**config.mk**
```make
export PLATFORM = sky130hd
export DESIGN_NAME = bus_unpack_ser_8
export DESIGN_NICKNAME = d
export VERILOG_FILES = /design/src/rtl/bus_unpack_ser_8_pkg.sv /design/src/rtl/bus_unpack_ser_8_bit_period_cnt.sv /design/src/rtl/bus_unpack_ser_8.sv
export SDC_FILE = /design/constraint.sdc
export NUM_CORES = 1
export LEC_CHECK = 0
export ABC_AREA = 1
export BUFFER_PORTS_ARGS = -buffer_cell sky130_fd_sc_hd__buf_2
export CAP_MARGIN = 15
export CORE_MARGIN = 5
export CORE_UTILIZATION = 50
export CTS_BUF_LIST = sky130_fd_sc_hd__clkbuf_8
export DETAILED_ROUTE_END_ITERATION = 10
export PLACE_DENSITY = 0.74
export SYNTH_ARGS = -nofsm -noshare
export SYNTH_HDL_FRONTEND = slang
export SYNTH_HIERARCHICAL = 1
export SYNTH_SLANG_ARGS = --single-unit
```
**constraint.sdc**
```tcl
create_clock -name clk -period 1.67 [get_ports clk]
set_input_delay 0 -clock clk [delete_from_list [all_inputs] [get_ports clk]]
set_output_delay 0 -clock clk [all_outputs]
set_load 0.02 [all_outputs]
```
**src/rtl/bus_unpack_ser_8_pkg.sv**
```systemverilog
// Shared stopwatch definitions: FSM state encoding and divider width helper.
package bus_unpack_ser_8_pkg;

  localparam logic ST_IDLE  = 1'b0;
  localparam logic ST_SHIFT = 1'b1;

  typedef enum logic {
    StIdle  = ST_IDLE,
    StShift = ST_SHIFT
  } state_e;

  // Bits needed to hold 0..n-1, never less than one.
  function automatic int unsigned cnt_width(input int unsigned n);
    int unsigned w;
    w = 1;
    for (int unsigned i = 1; i < 32; i++) begin
      if ((33'd1 << i) < 33'(n)) begin
        w = i + 1;
      end
    end
    return w;
  endfunction

endpackage

```
**src/rtl/bus_unpack_ser_8_bit_period_cnt.sv**
```systemverilog
// Reloadable bit-period divider: counts 0..Cycles-1 while enabled and flags the last count.
module bit_period_cnt
  import bus_unpack_ser_8_pkg::*;
#(
  parameter int unsigned Cycles = 4,
  parameter int unsigned Width  = cnt_width(Cycles)
) (
  input  logic clk,
  input  logic rst_n,
  input  logic clr_i,
  input  logic en_i,
  output logic tc_o
);

  localparam logic [Width-1:0] Last = Width'(Cycles - 1);

  logic [Width-1:0] cnt_q, cnt_d;

  // With Cycles=1 the count stays at zero and tc_o is permanently high.
  assign tc_o = (cnt_q == Last);

  // Clear has priority; otherwise wrap to zero on terminal count.
  always_comb begin
    cnt_d = cnt_q;
    if (clr_i) begin
      cnt_d = '0;
    end else if (en_i) begin
      cnt_d = tc_o ? '0 : cnt_q + 1'b1;
    end
  end

  // Counter state.
  always_ff @(posedge clk or negedge rst_n) begin
    if (!rst_n) begin
      cnt_q <= '0;
    end else begin
      cnt_q <= cnt_d;
    end
  end

endmodule

```
**src/rtl/bus_unpack_ser_8.sv**
```systemverilog
// Byte unpacker/serialiser: fans a handshaken byte out to eight registered wires
// and shifts it out one bit per BIT_CYCLES clocks with valid and done strobes.
module bus_unpack_ser_8
  import bus_unpack_ser_8_pkg::*;
#(
  parameter int unsigned BIT_CYCLES = 4,
  parameter bit          LSB_FIRST  = 1'b1,
  parameter bit          IDLE_LVL   = 1'b0
) (
  input  logic       clk,
  input  logic       rst_n,
  input  logic [7:0] in_data_i,
  input  logic       in_valid_i,
  output logic       in_ready_o,
  input  logic       abort_i,
  output logic       out0_o,
  output logic       out1_o,
  output logic       out2_o,
  output logic       out3_o,
  output logic       out4_o,
  output logic       out5_o,
  output logic       out6_o,
  output logic       out7_o,
  output logic       ser_out_o,
  output logic       ser_valid_o,
  output logic       busy_o,
  output logic       done_o
);

  localparam int unsigned DivW = cnt_width(BIT_CYCLES);

  state_e     state_q;
  logic [7:0] sr_q;
  logic [7:0] out_q;
  logic [2:0] idx_q;
  logic       ser_q, ser_valid_q, busy_q, done_q;

  logic       accept, bit_end;
  logic [7:0] sr_next;
  logic       ser_next, first_bit;

  assign in_ready_o = (state_q == StIdle) && !abort_i;
  assign accept     = in_valid_i && in_ready_o;

  // Shift direction selects which end of the register feeds the pin.
  always_comb begin
    first_bit = LSB_FIRST ? in_data_i[0] : in_data_i[7];
    sr_next   = LSB_FIRST ? {1'b0, sr_q[7:1]} : {sr_q[6:0], 1'b0};
    ser_next  = LSB_FIRST ? sr_q[1] : sr_q[6];
  end

  bit_period_cnt #(
    .Cycles (BIT_CYCLES),
    .Width  (DivW)
  ) u_div (
    .clk   (clk),
    .rst_n (rst_n),
    .clr_i (accept || abort_i),
    .en_i  (state_q == StShift),
    .tc_o  (bit_end)
  );

  // Frame FSM with all outputs registered alongside the state.
  always_ff @(posedge clk or negedge rst_n) begin
    if (!rst_n) begin
      state_q     <= StIdle;
      sr_q        <= '0;
      out_q       <= '0;
      idx_q       <= '0;
      ser_q       <= IDLE_LVL;
      ser_valid_q <= 1'b0;
      busy_q      <= 1'b0;
      done_q      <= 1'b0;
    end else begin
      done_q <= 1'b0;
      unique case (state_q)
        StIdle: begin
          if (accept) begin
            state_q     <= StShift;
            sr_q        <= in_data_i;
            out_q       <= in_data_i;
            idx_q       <= '0;
            ser_q       <= first_bit;
            ser_valid_q <= 1'b1;
            busy_q      <= 1'b1;
          end
        end
        StShift: begin
          if (abort_i) begin
            // Cancelled frames end silently; out_q keeps the aborted byte.
            state_q     <= StIdle;
            ser_q       <= IDLE_LVL;
            ser_valid_q <= 1'b0;
            busy_q      <= 1'b0;
          end else if (bit_end) begin
            if (idx_q != 3'd7) begin
              sr_q  <= sr_next;
              idx_q <= idx_q + 3'd1;
              ser_q <= ser_next;
            end else begin
              state_q     <= StIdle;
              ser_q       <= IDLE_LVL;
              ser_valid_q <= 1'b0;
              busy_q      <= 1'b0;
              done_q      <= 1'b1;
            end
          end
        end
        default: state_q <= StIdle;
      endcase
    end
  end

  assign {out7_o, out6_o, out5_o, out4_o, out3_o, out2_o, out1_o, out0_o} = out_q;
  assign ser_out_o   = ser_q;
  assign ser_valid_o = ser_valid_q;
  assign busy_o      = busy_q;
  assign done_o      = done_q;

endmodule

```
==> results.toml, run 1 <==
[place]
portBuffers = 24
dp_hpwl_um = 1754
post_dp_cell_area_mm2 = 0.001300
place_congestion = 0.7753

[worst_setup_path]
arrival_ns = 1.62
crit_path_end_kind = "register"
cp-start-kind = "register"
critPathRequiredTime_ns = 1.83
endpoint = "sr_q[5]"
ff2ff_path_depth = 8
r2r_end = "sr_q[5]"
path_class = "reg -> reg"
timing.rr.start = "idx_q[0]"
reg2reg_slack_ns = 0.21
critPathLaunch = "idx_q[0]"
path_max_fanout = 10

[yosys]
synth-seq-cells = 24
ys_types = 15
synth_cells = 143
synth_area_leaders = "dfrtp_1, nand2_1, o21ai_0"
syn-mean-instance-area_um2 = 8.102
synth.top_cell.area_share = 0.5184
synth.yosys.seq_area_share = 0.5184
synth_nets = 158
synth.largest_area_cell = "dfrtp_1"
syn_area_mm2 = 0.001159
yosysWarnings = 6

[sta]
fin_skew_ns = 0.003363
tightest_slew_ns = 0.5350
finalSetupViolations = 0
fmax_mhz = 685.9
hold_viol = 0
min_period_over_period = 0.8730
final-max-slew-violation-count = 0
rsz0062_at_grt = "false"
setup_tns_ns = 0
slew_headroom = 0.6433
fin_crit_ns = 1.458

[die]
row_count = 17
die_w_um = 58.14
die_h_um = 58.14
initial_utilization = 0.5238
ioPinCount = 25
die_area_mm2 = 0.003380
core_mm2 = 0.002212

[clock_tree]
h-tree-depth = 1
cts_inserted_buffers = 3
insertion_delay_ns = 0.26
clock_path_buffers = 2
root_buffer = "clkbuf_8"
clk_pin_slew_ns = 0.08
cts_resized = 0
cts_tree = "built"
cts_sinks = 24

[global_route]
grt_max_degree = 25
grt_pass1_wl_um = 4112
grt_pass1_vias = 991
antenna_found_initial = 0
track_usage = 0.1588
overflow = 0

[cells_and_area]
drive_gt1_frac = 0.2093
antenna_cells = 0
layout_common_cells = "nand2_1, dfrtp_1, buf_2"
fill_cells = 210
final_common_cell = "nand2_1"
final_area_mm2 = 0.001385
nets = 188
syn_to_final_growth_pct = 19.55

[drt]
wl_per_cell_um = 12.03
viasPerCell = 4.990
antenna_left = 0
route.detailed.drc = 0
drt_pre_antenna_iters = 4
first_iter_violations = 19
wirelength_um = 2405
vias = 998

[run_status]
status = "completed"

[power]
ir_drop_mv = 0.6615
leakagePower_nw = 0.8145
power_density_mw_per_mm2 = 1130

[worst_hold_path]
holdCritPathClass = "in -> reg"

[job]
maxCapViolations = 0
[stage by stage]
step / power [mW] / cells / util / worst slack, ns / hold slack (ns)
finish: 1.565 / 200 / 0.6261 / 0.2121 / 0.007532
floorplan: 1.047 / 143 / - / 0.2764 / -0.2956
global placement: 1.165 / 193 / 0.5877 / 0.2869 / 0.008179
CTS: 1.577 / 200 / 0.6261 / 0.2103 / 0.006720
global route: 1.667 / 200 / 0.6261 / 0.09436 / 0.01710
detailed placement: 1.187 / 193 / 0.5877 / 0.2269 / 0.01349
[kinds of logic (layout without fill, tap and decap cells)]
kind of cell | count (synthesis) | after routing | share of synthesized area
AND/OR/NAND/NOR | 77 | 77 | 0.2883
flip-flops | 24 | 24 | 0.5184
buffers and inverters | 21 | 50 | 0.07991
AO/OA/AOI/OAI | 18 | 18 | 0.08099
adder cells (fa/ha/maj) | 3 | 3 | 0.03240
[area by class of cell]
type / instances / area [um2] / area share
multi-input cells: 98 / 465.4 / 0.3360
flip-flops and latches: 24 / 600.6 / 0.4336
inverters: 17 / 63.81 / 0.04607
well taps: 28 / 35.03 / 0.02529
clock buffers: 4 / 55.05 / 0.03975
repair buffers: 29 / 165.2 / 0.1192
[cell usage after synthesis]
library cell  instances
a21oi_1               1
buf_2                 2
buf_4                 1
buf_6                 1
dfrtp_1              24
ha_1                  3
inv_1                17
nand2_1              54
nand2_4               3
nand3_1              12
nand4_1               1
nor2_1                5
nor2_2                2
o21ai_0              16
o21ai_2               1
[critical path: stages (launching register included)]
cell and delay (ns):
dfrtp_1 0.41, ha_1 0.21, ha_1 0.19, inv_1 0.07, nand2_1 0.08, nand2_4 0.14, nand2_4 0.11, nand2_1 0.09
nand2_1 0.05
[routing by layer]
metal,GRT usage,up-vias,wire (um)
li1,-,504,-
met1,0.1751,462,1050
met2,0.2774,24,1178
met3,0.03563,8,114
met4,0.09272,0,61
met5,0,-,0
[power by group]
part / total [mW] / switching, mW / leakage, nW / internal, mW
Combinational: 0.409 / 0.264 / 0.480 / 0.145
Clock: 0.388 / 0.178 / 0.0288 / 0.210
Sequential: 0.768 / 0.0705 / 0.306 / 0.698
[flip-flops by register name, indices dropped and copies added (netlist names)]
| name | cells |
|---|---|
| done_o | 1 |
| sr_q | 7 |
| state_q | 1 |
| out_q | 8 |
| idx_q | 3 |
| ser_out_o | 1 |
| busy_o | 1 |
| u_div/cnt_q | 2 |
[repair_timing]
item	in CTS	in global routing
buffers inserted	0	0
hold buffers	3	0
endpoints found under the hold margin	27	0
[worst min-delay path by stage]
stage	start	end	slack (ns)	cells past startpoint
6_report	in_data_i[4]	out_q[4]	0.008	3
5_1_grt	in_data_i[3]	out_q[3]	0.02	3
4_1_cts	in_data_i[3]	out_q[3]	0.007	3
3_5_place_dp	rst_n	busy_o	0.01	1
3_3_place_gp	rst_n	busy_o	0.008	1
2_1_floorplan	rst_n	busy_o	-0.30	0
No activity file was read; power rests on OpenSTA's default activity.
==> inputs of run 2 (changes only) <==
--- a/config.mk
+++ b/config.mk
@@ -7,5 +7,5 @@
 export LEC_CHECK = 0
 export ABC_AREA = 1
-export BUFFER_PORTS_ARGS = -buffer_cell sky130_fd_sc_hd__buf_2
+export BUFFER_PORTS_ARGS = -buffer_cell sky130_fd_sc_hd__buf_4
 export CAP_MARGIN = 15
 export CORE_MARGIN = 5
==> constraint.sdc (replaced) <==
create_clock -name clk -period 1.67 [get_ports clk]
set_input_delay 0 -clock clk [delete_from_list [all_inputs] [get_ports clk]]
set_output_delay 0 -clock clk [all_outputs]
set_load 0.1 [all_outputs]
==> results.toml, run 2 (synthesis gave the netlist of run 1 again) <==
[cells_and_area]
drive_gt1_frac = 0.2047
nets = 187
multiInputGateArea_um2 = 470.5
regArea_um2 = 601.8
fill_cells = 199
final_area_mm2 = 0.001434
syn_to_final_growth_pct = 23.76
final_common_cell = "nand2_1"
largestRegisters = "out_q (8), sr_q (7), idx_q (3)"
top_register = "out_q"
antenna_cells = 0
largest_reg_flops = 8
layout_common_cells = "nand2_1, buf_4, dfrtp_1"

[sta]
fmax_mhz = 665.9
fin_skew_ns = 0.005817
fin_crit_ns = 1.502
hold_viol = 0
setup_slack_ns = 0.1683
finalSetupViolations = 0
final-max-slew-violation-count = 0
min_period_over_period = 0.8992
rsz0062_at_grt = "false"
tightest_slew_ns = 0.4533
setup_tns_ns = 0
slew_headroom = 0.6978

[die]
die_w_um = 58.14
ioPinCount = 25
initial_utilization = 0.5238
core_mm2 = 0.002212
row_count = 17
die_area_mm2 = 0.003380
die_h_um = 58.14

[worst_setup_path]
crit_top_cell = "nand2_1"
cp_slowest_cell = "dfrtp_1"
timing.rr.start = "idx_q[0]"
critPathLaunch = "idx_q[0]"
arrival_ns = 1.66
path_max_fanout = 10
crit_path_end_kind = "register"
path_cells = "ha_1 > ha_1 > inv_1 > nand2_1 > nand2_4 > nand2_4 > nand2_1 > nand2_1"
path_class = "reg -> reg"
critPathRequiredTime_ns = 1.82
cp-start-kind = "register"
critPathMaxStageDelay_ns = 0.42

[clock_tree]
clock_path_buffers = 2
cts_inserted_buffers = 3
root_buffer = "clkbuf_8"
h-tree-depth = 1
clk_pin_slew_ns = 0.08
cts_sinks = 24
cts_tree = "built"
post-cts-setup-buffer-count = 0
insertion_delay_ns = 0.26

[drt]
wirelength_um = 2510
antenna_left = 0
viasPerCell = 4.905
route.detailed.drc = 0
wl_per_cell_um = 12.61
vias = 976
drt_pre_antenna_iters = 4
first_iter_violations = 16

[place]
dp_hpwl_um = 1827
post_dp_cell_area_mm2 = 0.001359
portBuffers = 24
place_congestion = 0.7823
pre_cts_slack_ns = 0.1927

[run_status]
status = "completed"

[worst_hold_path]
holdCritPathClass = "in -> reg"
hp-start = "in_data_i[4]"

[global_route]
grt_pass1_wl_um = 4298
antenna_found_initial = 0
grt_max_degree = 25
track_usage = 0.1663
overflow = 0
grt_pass1_vias = 938

[power]
leakagePower_nw = 0.8242
ir_drop_mv = 0.9667
power_density_mw_per_mm2 = 1335

[job]
maxCapViolations = 0
==> run 2: cell types whose count changed in the layout (fill, tap and decap cells not counted), sizes merged <==
cell,change
buf,-1
clkbuf,-1
inv,+1
==> run 2: report_power, final <==
| part | internal, mW | switching [mW] | total, mW | leakage, nW |
|---|---|---|---|---|
| Combinational | 0.182 | 0.611 | 0.793 | 0.492 |
| Sequential | 0.699 | 0.0832 | 0.782 | 0.305 |
| Clock | 0.164 | 0.175 | 0.339 | 0.0269 |
| Total | 1.05 | 0.869 | 1.91 | 0.824 |
==> run 2: final timing paths <==
kind / end / slack [ns] / cells after the start
max: sr_q[3] / 0.17 / 8
min: out_q[4] / 0.02 / 3
max reg2reg: sr_q[3] / 0.17 / 8
min reg2reg: sr_q[2] / 0.48 / 2
max in group asynchronous: state_q / 1.27 / 2
min in group asynchronous: busy_o / 0.16 / 2
==> run 2: area by class of cell <==
| class | instances | share of cell area |
|---|---|---|
| repair buffers | 28 | 0.1518 |
| clock buffers | 3 | 0.02880 |
| well taps | 28 | 0.02443 |
| inverters | 17 | 0.04450 |
| clock inverters | 1 | 0.002618 |
| multi-input cells | 98 | 0.3281 |
| flip-flops and latches | 24 | 0.4197 |
==> run 2: repair_timing <==
item,in CTS,in global routing
hold buffers,3,0
resized for setup,0,0
endpoints found under the hold margin,27,0
==> run 2: routing by layer <==
metal,up-vias,share of wire,global-route usage
met2,20,0.49,0.2694
met3,6,0.052,0.03563
li1,500,-,-
met5,-,0,0
met1,450,0.44,0.2062
met4,0,0.026,0.08940
==> run 2: worst max-delay path: cells and delay by family (launching register included) <==
family	cells	cell delay, ns
AND/OR/NAND/NOR	5	0.48
flip-flops	1	0.42
buffers and inverters	1	0.07
adder cells (fa/ha/maj)	2	0.42
==> run 2: metrics by stage <==
stage | utilization | std cells | hold WS (ns) | total power [mW]
after floorplan | - | 143 | -0.2956 | 1.393
after global placement | 0.6143 | 192 | -0.08622 | 1.559
after detailed placement | 0.6143 | 192 | -0.08627 | 1.584
after CTS | 0.6482 | 199 | 0.01500 | 1.926
after global routing | 0.6482 | 199 | 0.03716 | 2.012
final | 0.6482 | 199 | 0.02263 | 1.915
==> inputs of run 3 (changes only) <==
ABC_CLOCK_PERIOD_IN_PS = 1550   (was default)
clock period = 1.55 ns   (was 1.67 ns; I/O delays follow)
==> results.toml, run 3 (synthesis gave the netlist of run 1 again) <==
[run_status]
status = "completed"

[clock_tree]
h-tree-depth = 1
cts_inserted_buffers = 3
clock_path_buffers = 2
insertion_delay_ns = 0.26
root_buffer = "clkbuf_8"
clk_pin_slew_ns = 0.08
cts_sinks = 24
cts_tree = "built"

[global_route]
grt_pass1_wl_um = 4236
grt_pass1_vias = 973
overflow = 0
antenna_found_initial = 0
grt_max_degree = 26
track_usage = 0.1604

[power]
leakagePower_nw = 0.8474
power_density_mw_per_mm2 = 1436
ir_drop_mv = 1.036

[drt]
antenna_left = 0
route.detailed.drc = 0
wl_per_cell_um = 12.17
first_iter_violations = 25
wirelength_um = 2470
viasPerCell = 4.926
drt_pre_antenna_iters = 4
vias = 1000

[worst_hold_path]
holdCritPathClass = "in -> reg"

[sta]
tightest_slew_ns = 0.3053
hold_viol = 0
fin_crit_ns = 1.420
whs_ns = 0.01583
min_period_over_period = 0.9164
finalSetupViolations = 0
fin_skew_ns = 0.001545
fmax_mhz = 704.0
final-max-slew-violation-count = 0
slew_headroom = 0.7964

[cells_and_area]
largest_reg_flops = 8
largestRegisters = "out_q (8), sr_q (7), idx_q (3)"
final_common_cell = "nand2_1"
layout_common_cells = "nand2_1, buf_4, dfrtp_1"
drive_gt1_frac = 0.2400
fill_cells = 189
antenna_cells = 0
final_util = 0.6731
top_register = "out_q"
syn_to_final_growth_pct = 28.51
nets = 191

[place]
dp_hpwl_um = 1714
portBuffers = 24
place_congestion = 0.7651

[worst_setup_path]
path_class = "reg -> reg"
critPathRequiredTime_ns = 1.71
cp_top_family = "simple AND/OR/NAND/NOR gates"
arrival_ns = 1.58
cp_slowest_cell = "dfrtp_1"
cp-start-kind = "register"
critPathBufInv = 1
path_cells = "ha_1 > ha_1 > inv_1 > nand2_1 > nand2_4 > nand2_4 > nand2_1 > nand2_1"
crit_top_cell = "nand2_1"
path_max_fanout = 10
critPathMaxStageDelay_ns = 0.41
crit_path_end_kind = "register"

[die]
die_h_um = 58.14
core_mm2 = 0.002212
ioPinCount = 25
die_w_um = 58.14
row_count = 17
initial_utilization = 0.5238
die_area_mm2 = 0.003380

[job]
maxCapViolations = 0
[run 3: cell count changes in the layout (fill, tap and decap cells not counted)]
cell	delta
nand2_1	-1
inv_2	+1
nand2_4	+1
o21ai_4	+1
inv_1	-2
clkbuf_8	+1
buf_4	+4
o21ai_2	-1
[run 3: metal layers]
metal | GRT usage | vias up | part of all wire
li1 | - | 511 | -
met1 | 0.2152 | 466 | 0.44
met2 | 0.2597 | 21 | 0.51
met3 | 0.03341 | 2 | 0.049
met4 | 0.04967 | 0 | 0.0057
met5 | 0 | - | 0
[run 3: report_power, final]
| group | leakage, nW | internal, mW | switching, mW | total, mW |
|---|---|---|---|---|
| Combinational | 0.514 | 0.215 | 0.674 | 0.889 |
| Clock | 0.0288 | 0.227 | 0.193 | 0.419 |
| Sequential | 0.305 | 0.753 | 0.0776 | 0.830 |
| Total | 0.847 | 1.19 | 0.945 | 2.14 |
[run 3: path summary, 6_finish.rpt]
| path | startpoint | endpoint | slack, ns | cells past startpoint |
|---|---|---|---|---|
| worst max-delay path | idx_q[0] | sr_q[2] | 0.13 | 8 |
| worst max register to register | idx_q[0] | sr_q[2] | 0.13 | 8 |
| worst min-delay path | in_data_i[6] | out_q[6] | 0.02 | 3 |
| min in group asynchronous | rst_n | busy_o | 0.17 | 2 |
| max in group asynchronous | rst_n | state_q | 1.13 | 2 |
| worst min register to register | sr_q[6] | sr_q[6] | 0.48 | 2 |
[run 3: worst reg2reg max path, stage by stage, from the launching register on]
cell     delay, ns
dfrtp_1       0.41
ha_1          0.21
ha_1          0.19
inv_1         0.07
nand2_1       0.08
nand2_4       0.11
nand2_4       0.10
nand2_1       0.09
nand2_1       0.06
[run 3: cell type report]
| cell class | instances | area [um2] | area share |
|---|---|---|---|
| well taps | 28 | 35.03 | 0.02353 |
| repair buffers | 32 | 247.7 | 0.1664 |
| flip-flops and latches | 24 | 601.8 | 0.4042 |
| multi-input cells | 98 | 485.5 | 0.3261 |
| inverters | 17 | 63.81 | 0.04286 |
| clock buffers | 4 | 55.05 | 0.03697 |
[run 3: stage by stage]
stage	cell area [um2]	setup slack, ns	TNS, ns	std cells	power, mW
after floorplan	1172	-0.06345	-0.4546	143	1.504
after global placement	1374	0.1626	0	193	1.686
after detailed placement	1374	0.08667	0	193	1.708
after CTS	1459	0.06680	0	200	2.137
after global routing	1489	-0.003367	-0.003367	203	2.261
final	1489	0.1295	0	203	2.139
[run 3: timing repair]
item / CTS / global route
hold endpoints to repair: 27 / 0
resized for setup: 0 / 1
hold buffers: 3 / 0
setup endpoints to repair: 0 / 9
buffers inserted: 0 / 3
